## src/rtl/vga_display_controller.sv

```systemverilog
// VGA raster timing generator with a registered sync/colour output stage.
// The output stage is one pixel behind the counters, so sync and colour stay aligned.
module vga_display_controller #(
   parameter int CLK_DIV      = 4,
   parameter int H_TOTAL      = 800,
   parameter int H_SYNC       = 96,
   parameter int H_DISP_START = 144,
   parameter int H_DISP_END   = 784,
   parameter int V_TOTAL      = 525,
   parameter int V_SYNC       = 2,
   parameter int V_DISP_START = 35,
   parameter int V_DISP_END   = 515
) (
   input  logic        clk,
   input  logic        rst,
   input  logic [11:0] rgb,
   output logic [9:0]  hCount,
   output logic [9:0]  vCount,
   output logic        bright,
   output logic        pix_en,
   output logic        frame_tick,
   output logic [7:0]  frame_count,
   output logic        vga_hsync,
   output logic        vga_vsync,
   output logic [3:0]  vga_r,
   output logic [3:0]  vga_g,
   output logic [3:0]  vga_b
);

   localparam int DW = (CLK_DIV > 1) ? $clog2(CLK_DIV) : 1;

   logic [DW-1:0] div;
   logic          adv;
   logic          h_last;
   logic          v_last;
   logic          hs_c;
   logic          vs_c;
   logic [11:0]   col_c;

   assign adv    = (div == DW'(CLK_DIV - 1));
   assign h_last = (hCount == 10'(H_TOTAL - 1));
   assign v_last = (vCount == 10'(V_TOTAL - 1));

   assign bright = (hCount >= 10'(H_DISP_START))
                && (hCount <  10'(H_DISP_END))
                && (vCount >= 10'(V_DISP_START))
                && (vCount <  10'(V_DISP_END));

   assign hs_c  = ~(hCount < 10'(H_SYNC));
   assign vs_c  = ~(vCount < 10'(V_SYNC));
   assign col_c = bright ? rgb : 12'h000;

   always_ff @(posedge clk or negedge rst) begin
      if (!rst) begin
         div    <= '0;
         pix_en <= 1'b0;
      end else begin
         pix_en <= adv;
         if (adv) div <= '0;
         else     div <= div + DW'(1);
      end
   end

   always_ff @(posedge clk or negedge rst) begin
      if (!rst) begin
         hCount <= '0;
         vCount <= '0;
      end else if (adv) begin
         if (h_last) begin
            hCount <= '0;
            if (v_last) vCount <= '0;
            else        vCount <= vCount + 10'd1;
         end else begin
            hCount <= hCount + 10'd1;
         end
      end
   end

   // Loaded from the pre-advance counters: one pixel behind hCount/vCount.
   always_ff @(posedge clk or negedge rst) begin
      if (!rst) begin
         vga_hsync <= 1'b1;
         vga_vsync <= 1'b1;
         vga_r     <= '0;
         vga_g     <= '0;
         vga_b     <= '0;
      end else if (adv) begin
         vga_hsync <= hs_c;
         vga_vsync <= vs_c;
         vga_r     <= col_c[11:8];
         vga_g     <= col_c[7:4];
         vga_b     <= col_c[3:0];
      end
   end

   always_ff @(posedge clk or negedge rst) begin
      if (!rst) begin
         frame_tick  <= 1'b0;
         frame_count <= '0;
      end else begin
         frame_tick <= adv && h_last && v_last;
         if (adv && h_last && v_last)
            frame_count <= frame_count + 8'd1;
      end
   end

endmodule

```

## config.mk

```make
export PLATFORM = sky130hd
export DESIGN_NAME = vga_display_controller
export DESIGN_NICKNAME = d
export VERILOG_FILES = /design/src/rtl/vga_display_controller.sv
export SDC_FILE = /design/constraint.sdc
export NUM_CORES = 1
export LEC_CHECK = 0
export CELL_PAD_IN_SITES_DETAIL_PLACEMENT = 0
export CELL_PAD_IN_SITES_GLOBAL_PLACEMENT = 1
export CORE_MARGIN = 2
export CORE_UTILIZATION = 35
export DETAILED_ROUTE_END_ITERATION = 8
export GPL_ROUTABILITY_DRIVEN = 0
export MAX_ROUTING_LAYER = met4
export PLACE_DENSITY = 0.84
export SLEW_MARGIN = 20
export SYNTH_ARGS = -nofsm -noshare
export SYNTH_HDL_FRONTEND = slang
export SYNTH_SLANG_ARGS = --single-unit
```

## constraint.sdc

```tcl
create_clock -name clk -period 2.6 [get_ports clk]
set_input_delay 0.39 -clock clk [delete_from_list [all_inputs] [get_ports clk]]
set_output_delay 0.39 -clock clk [all_outputs]
set_load 0.02 [all_outputs]
```

==> flow_results.org, run 1 <==
** Timing
- Clock tree skew after final layout :: approximately 0.013 ns
- After layout, the worst path uses between 90% and 100% of the clock period.
- Setup repair after global routing left no endpoint under its margin.
- Setup TNS Final :: 0 ns
- The final max-slew violation count was 0.
- Worst slew pin tran :: 0.578 ns
- Setup violations remaining at the end of the flow were counted as 0.
- Shortest clock period the worst path allows after layout :: 2.34 ns
- The final-report hold violation count came to 0.
- Static timing analysis puts the maximum clock frequency at 427 MHz.
- In this run the tightest slew margin relative to its limit is 61.4%.

** Worst setup path
- Crit path launch type :: register
- Reg-to-Reg Start :: hCount[0]
- Critical path arrival :: 1.95 ns
- The endpoint identified for the worst register-to-register timing path is frame_count[1].
- Worst path depth :: 5
- In this run the register-to-register setup slack is 0.67 ns.
- Register-to-Register Path Depth :: 5
- On the worst path, the slowest cell contributes a delay of 0.45 ns.
- On the critical path, the stage with the largest delay is an instance of nor4_1.
- The kind of cell with the highest combined delay along the critical path is simple AND/OR/NAND/NOR gates.
- The worst setup path is captured at a primary output.
- The number of buffers and inverters on the critical path is 2.
- Endpoint required time on the critical path :: 2.21 ns
- In this run the worst path has a maximum fanout of 6.
- Crit path cell chain :: nor4_1 > and3_1 > o221ai_1 > inv_1 > dlygate4sd2_1
- By startpoint and endpoint, the worst setup path is classified as reg2out.

** Global route
- Summed over all layers, the global routing overflow is 0.
- Antenna violations before repair :: 0
- All-Layer GR Usage :: 14.7%
- The via count of the first global-routing pass was 1623.
- Entering global routing, the biggest net connects between 40 and 50 pins.
- The first global-routing pass estimated 8.18 mm of wire.

** Synth
- When the netlist entered floorplanning its net count stood at approximately 230.
- Count of cell types in the netlist :: 35
- By area the synthesized netlist is led by dfrtp_1 50%, xnor2_1 6.4%, o22ai_1 4.0%.
- Number of register bits inferred by synthesis :: 46
- During synthesis, Yosys emitted a total of 0 warnings.
- The synthesized design devotes to its leading area cell type 50.3% of total area.
- After technology mapping, the gate count stands at roughly 210.
- After synthesis the cells add up to 0.00219 mm2.
- Register area share after synthesis :: 52.7%
- Top cell type by total area after synthesis :: dfrtp_1
- The average instance in the mapped netlist occupies 10.3 um2.

** Hold path
- The min-delay analysis places its worst path in the category in2async.

** Routing
- Routed wire per std cell :: 13.3 um
- The count of nets left with antenna violations once routing finished came out at 0.
- Detailed routing inserted a total of 1719 vias.
- After the first detailed-routing iteration, the DRC count stood at approximately 90.
- After detailed routing, the number of vias per cell comes to 4.91.
- Number of iterations in the first detailed-routing pass :: 4
- Wires add up to 4.64 mm.
- Final routed DRC violation total :: 0

** Placed design
- Port Buffers :: 58
- After legalization and detailed placement, the total HPWL measured 3.30 mm.

** Clock network
- Hold-fix buffers, CTS :: 0
- TritonCTS built the clock tree.
- Buffer levels on the longest clock path :: 2
- The tree is rooted in a clkbuf_8.
- Maximum level of the CTS H-tree :: 2
- Clock input transition at the sequential cells of the worst setup and hold paths :: 0.09 ns
- The later pin in the worst-skew pair is clocked with a latency of 0.30 ns.
- The clock drives 46 sinks.
- Inserted Clock Buffers :: 5

** Layout
- Most used cells in the layout excluding fill and tap cells :: 56 x clkdlybuf4s50_1, 44 x dfrtp_1, 21 x nand2_1, 19 x inv_1, 16 x xnor2_1
- Number of filler cells placed in the layout :: between 500 and 600
- Most common library cell in the layout ignoring fill and taps :: clkdlybuf4s50_1
- 0 antenna diodes ended up in the layout.
- At the end of the flow the core is filled with cells to between 40% and 50%.
- Share of cells above drive strength 1 :: under 10%
- The final layout contains 294 nets.
- From synthesis to final layout, the design area changed by 34.3%.

** Status
- The run finished with clean final reports.

** Floorplan
- Number of rows in the core area :: 28
- In this run the horizontal extent of the chip is 83.1 um.
- The total area inside the core boundary comes to approximately 0.0060 mm2.
- The die covers roughly 0.0069 mm2.
- IO Pins :: 59
- Die Span Y :: around 83 um
- The initial utilization of the core area, before any placement, comes to 36.6%.

** Job
- Number of max-capacitance violations reported :: 0

** Power and ir drop
- Power density normalized to cell area :: 402 mW/mm2
- Across the VDD grid, the largest voltage drop is 0.000183 V.
- Standby leakage power :: approximately 1.2 nW
- Total design power :: about 0.0012 W
-- flip-flops by register name, indices dropped and copies added (netlist names), 2 cells and up --
| register | flops |
|---|---|
| vga_b | 4 |
| frame_count | 8 |
| vCount | 10 |
| div | 2 |
| vga_g | 4 |
| hCount | 10 |
| vga_r | 4 |
-- worst register-to-register path, stage by stage (launching register included) --
cell and delay [ns]:
dfrtp_1 0.44, ha_1 0.24, and4_1 0.29, and3_4 0.34, and2_4 0.22, mux2_4 0.29
-- how the worst max path moves through the flow --
| stage | from | endpoint | slack (ns) |
|---|---|---|---|
| 2_1_floorplan | vCount[1] | bright | 0.57 |
| 3_3_place_gp | vCount[0] | bright | 0.29 |
| 3_5_place_dp | vCount[0] | bright | 0.25 |
| 4_1_cts | vCount[0] | bright | 0.17 |
| 5_1_grt | vCount[6] | bright | 0.08 |
| 6_report | vCount[6] | bright | 0.26 |
-- where the power goes --
group	leakage (nW)	internal [W]	switching [W]
registers	0.621	0.000715	0
clock network	0.0452	0.000190	0.000242
logic	0.575	0.0000184	0.0000163
total	1.24	0.000923	0.000258
-- cell type report --
class	instances	area [um2]	area share, %
flip-flops and latches	46	1150	39.2
clock buffers	6	72.6	2.47
well taps	75	93.8	3.19
inverters	19	71.3	2.42
repair buffers	66	637	21.7
clock inverters	2	13.8	0.468
multi-input cells	136	900	30.6
-- cell usage after synthesis --
library cell  instances
a2111oi_0             1
a21oi_1               3
a22o_1                2
a41oi_1               1
and2_4                1
and3_1                8
and3_4                1
and4_1                3
and4b_4               1
buf_1                 1
buf_4                 3
buf_6                 2
clkbuf_1              5
clkbuf_2              1
dfrtp_1              44
dfstp_2               2
ha_1                  6
inv_1                19
mux2_2                3
mux2_4                1
nand2_1              21
nand2b_1              2
nand3_1              11
nand4_1              12
nor2_1               13
nor2b_1               1
nor3_1                3
nor3b_2               1
nor4_1                4
o21ai_0               2
o221ai_1              1
o22ai_1              14
o31ai_1               1
xnor2_1              16
xor2_1                3
-- through the flow --
step	hold slack (ns)	area [um2]	instances	worst slack [ns]
floorplan	0.0944	2190	213	0.568
global route	0.119	2940	350	0.0765
CTS	0.293	2930	350	0.174
detailed placement	0.431	2850	342	0.251
global placement	0.415	2850	342	0.290
finish	0.0782	2940	350	0.257
-- kinds of logic after synthesis --
| family | share of synthesized area (%) |
|---|---|
| and+or+nand+nor | 20.0 |
| DFF | 52.7 |
| buffers and inverters | 6.57 |
| AOI/OAI and AO/OA | 7.48 |
| xor gates and xnor gates | 7.60 |
| adders and majority gates | 3.43 |
| muxes | 2.23 |
-- repair_timing --
action	in CTS	in global routing
endpoints found under the setup margin	1	1
pin swaps	0	0
gates resized for setup	1	1
endpoints found under the hold margin	0	0
buffers inserted	0	0
-- metal layers --
metal	up-vias	share of wire [%]	track usage (%)
met4	0	1.5	4.92
met2	39	46	21.6
met5	-	0	-
met1	812	48	19.9
li1	861	-	-
met3	7	4.1	3.68
Note: power is estimated with default switching activity, not from simulation.
==> run 2, diff against run 1 <==
- GPL_TIMING_DRIVEN: default -> 0
==> run 2 against run 1 <==
Against the previous run:
- via count grew 3.6%
- critical path depth up 2
- global-route usage increased by 0.94 points
- sequential power barely moved
- largest power group unchanged
- sequential share of layout area down 0.77 points
- final area increased by 2.0%
- final cell count grew 1.7%
- die area unchanged
- combinational power rose by 3%
==> flow_results.org, run 2 (synthesis gave the netlist of run 1 again) <==
** Global route
- Pin count of the biggest net entering global routing :: 30
- Global routing consumed, over all layers together, around 16% of the routing resources.
- Antenna violations before repair :: 0
- Global-route wire length before repair :: 8.67 mm
- Congestion Overflow GR :: 0
- Number of global-route vias before repair :: 1734

** Floorplan
- After floorplanning, the core was sized to cover ~0.0060 mm2.
- Die Span Y :: 83.1 um
- Die ar. :: between 0.006 and 0.007 mm2
- Starting density of the core :: 36.6%
- Number of rows in the core area :: 28
- Horizontal die dimension :: 83.1 um
- IO Pins :: 59

** Worst setup path
- The worst setup path is captured at a primary output.
- Endpoint required time on the critical path :: 2.21 ns
- Register-to-Register Path Depth :: 7
- The worst setup path is launched from a register.
- Data on the critical path arrives at its endpoint at 2.06 ns.
- Setup CP Type :: reg2out
- Along the worst path, the maximum fanout reaches 10.

** Timing
- The final-report hold violation count is 0.
- Setup repair after global routing left no endpoint under its margin.
- Worst slew pin tran :: between 0.4 and 0.5 ns
- Period Utilization, post-route :: between 90% and 100%
- The final max-slew violation count is 0.
- Setup slack on the critical path of the routed design comes to 0.151 ns.
- Clock tree skew after final layout :: 0.00491 ns
- Setup violations remaining at the end of the flow were counted as 0.
- Worst max-slew margin expressed relative to the limit :: 69.2%
- Shortest clock period the worst path allows after layout :: 2.45 ns
- F_max :: 408 MHz

** Hold path
- Worst hold-check path type :: in2async

** Routing
- Dividing the detail-routed wire length by the instance count gives 14.2 um.
- The detail route stage leaves a number of antenna-violating nets equal to 0.
- Total detailed-routing wirelength :: 5.05 mm
- The routed layout has 1781 vias.
- Per-cell via count in the routed design :: 5.00
- In this run, the number of DRC markers left after iteration 0 of detailed routing was 64.
- The pre-antenna-repair detailed-routing pass consisted of 4 iterations.
- Final routed DRC violation total :: 0

** Clock network
- Clock input transition at the sequential cells of the worst setup and hold paths :: 0.08 ns
- Clock tree from TritonCTS :: yes
- Clk_lat worst skew :: ~0.3 ns
- Inserted Clock Buffers :: 5
- The H-tree generated during clock tree synthesis spans 2 levels.
- Buffer levels on the longest clock path :: 2
- Total number of clock tree sinks :: 46
- Cell at the root of the clock tree :: clkbuf_8

** Layout
- Final #Nets :: 300
- The largest registers in the layout are hCount x10, vCount x10, frame_count x8.
- Number of filler cells placed in the layout :: roughly 560
- Area occupied by registers :: ~0.0012 mm2
- Leaving out fill and tap cells, the most frequent cells in the layout are 56 x clkdlybuf4s50_1, 44 x dfrtp_1, 21 x nand2_1, 19 x inv_1, 16 x xnor2_1.
- Diodes inserted :: 0
- Of the cells placed in the final design, the portion with a size suffix greater than 1 is between 10% and 20%.
- Total area of multi-input combinational cells :: 912 um2
- Most common library cell in the layout ignoring fill and taps :: clkdlybuf4s50_1
- Post-synthesis to final-layout area growth :: 37.0%

** Power and ir drop
- Register share of total power :: slightly below 60%
- The internal power of the cells totals 0.000949 W.
- Total design power :: ~0.0012 W
- In this run the power spent charging and discharging nets is approximately 0.00025 W.
- Of the total power, the clock network draws 37.5%.
- Fraction of power spent switching nets :: 21.0%
- Standby leakage power :: around 1.3 nW
- Power density normalized to cell area :: 400 mW/mm2
- VDD sags by at most around 0.00018 V.
- Fraction of power consumed by combinational cells :: 3.0%

** Status
- The flow ran to the end, and the final reports show no timing, DRC or antenna violations.

** Placed design
- Worst Setup Slack post-DPL :: -0.0572 ns
- Post-detailed-placement half-perimeter wirelength :: 3.61 mm
- Port Buffers :: 58

** Job
- Number of max-capacitance violations reported :: 0
==> run 2: repair_timing <==
| action | CTS | global route |
|---|---|---|
| pin swaps | 1 | 0 |
| setup buffers | 1 | 0 |
| hold buffers | 0 | 0 |
| resized for setup | 3 | 2 |
| setup endpoints to repair | 1 | 1 |
==> run 2: path summary, 6_finish.rpt <==
check	from	to	slack, ns
setup / recovery	vCount[1]	bright	0.15
hold / removal	rst	hCount[3]	0.02
setup reg to reg	hCount[1]	frame_count[1]	0.63
hold reg to reg	div[0]	div[0]	0.43
max in group asynchronous	rst	vga_vsync	2.01
min in group clk	div[0]	div[0]	0.43
==> run 2: metal layers <==
metal | share of wire (%) | track usage (%)
met2 | 47 | 24.2
met3 | 3.2 | 2.88
met1 | 49 | 21.3
met4 | 1.2 | 4.02
met5 | 0 | -
==> run 2: power groups by stage <==
stage	Clock (W)	Combinational [W]	Sequential [W]
finish	0.000451	0.0000359	0.000715
global route	0.000494	0.0000402	0.000715
CTS	0.000464	0.0000376	0.000715
detailed placement	0	0.0000375	0.000729
global placement	0	0.0000344	0.000729
floorplan	0	0.000000000206	0.000729
==> run 2: final cells by class <==
type / count / share of cell area, %
Inverter: 19 / 2.38
Tap cell: 75 / 3.13
Clock buffer: 7 / 2.88
Timing Repair Buffer: 60 / 20.1
Buffer: 12 / 2.54
Sequential cell: 46 / 38.4
Clock inverter: 1 / 0.167
Multi-Input combinational cell: 136 / 30.4
==> run 2: worst max-delay path, cell delays in order, from the launching register on <==
cell,delay [ns]
dfrtp_1,0.45
ha_1,0.26
nor4_2,0.17
o22ai_1,0.14
o221ai_2,0.22
buf_6,0.18
inv_1,0.04
dlygate4sd2_1,0.31
==> run 2: stage by stage <==
step / std cells / area [um2] / setup TNS, ns / util, % / hold slack [ns]
4_1_cts: 356 / 2990 / 0 / 49.9 / 0.0282
3_3_place_gp: 346 / 2870 / -8.36 / 47.8 / 0.419
3_5_place_dp: 347 / 2880 / -0.0572 / 48.1 / 0.360
6_report: 356 / 3000 / 0 / 50.1 / 0.0185
2_1_floorplan: 213 / 2190 / 0 / - / 0.0944
5_1_grt: 356 / 3000 / 0 / 50.1 / 0.0508
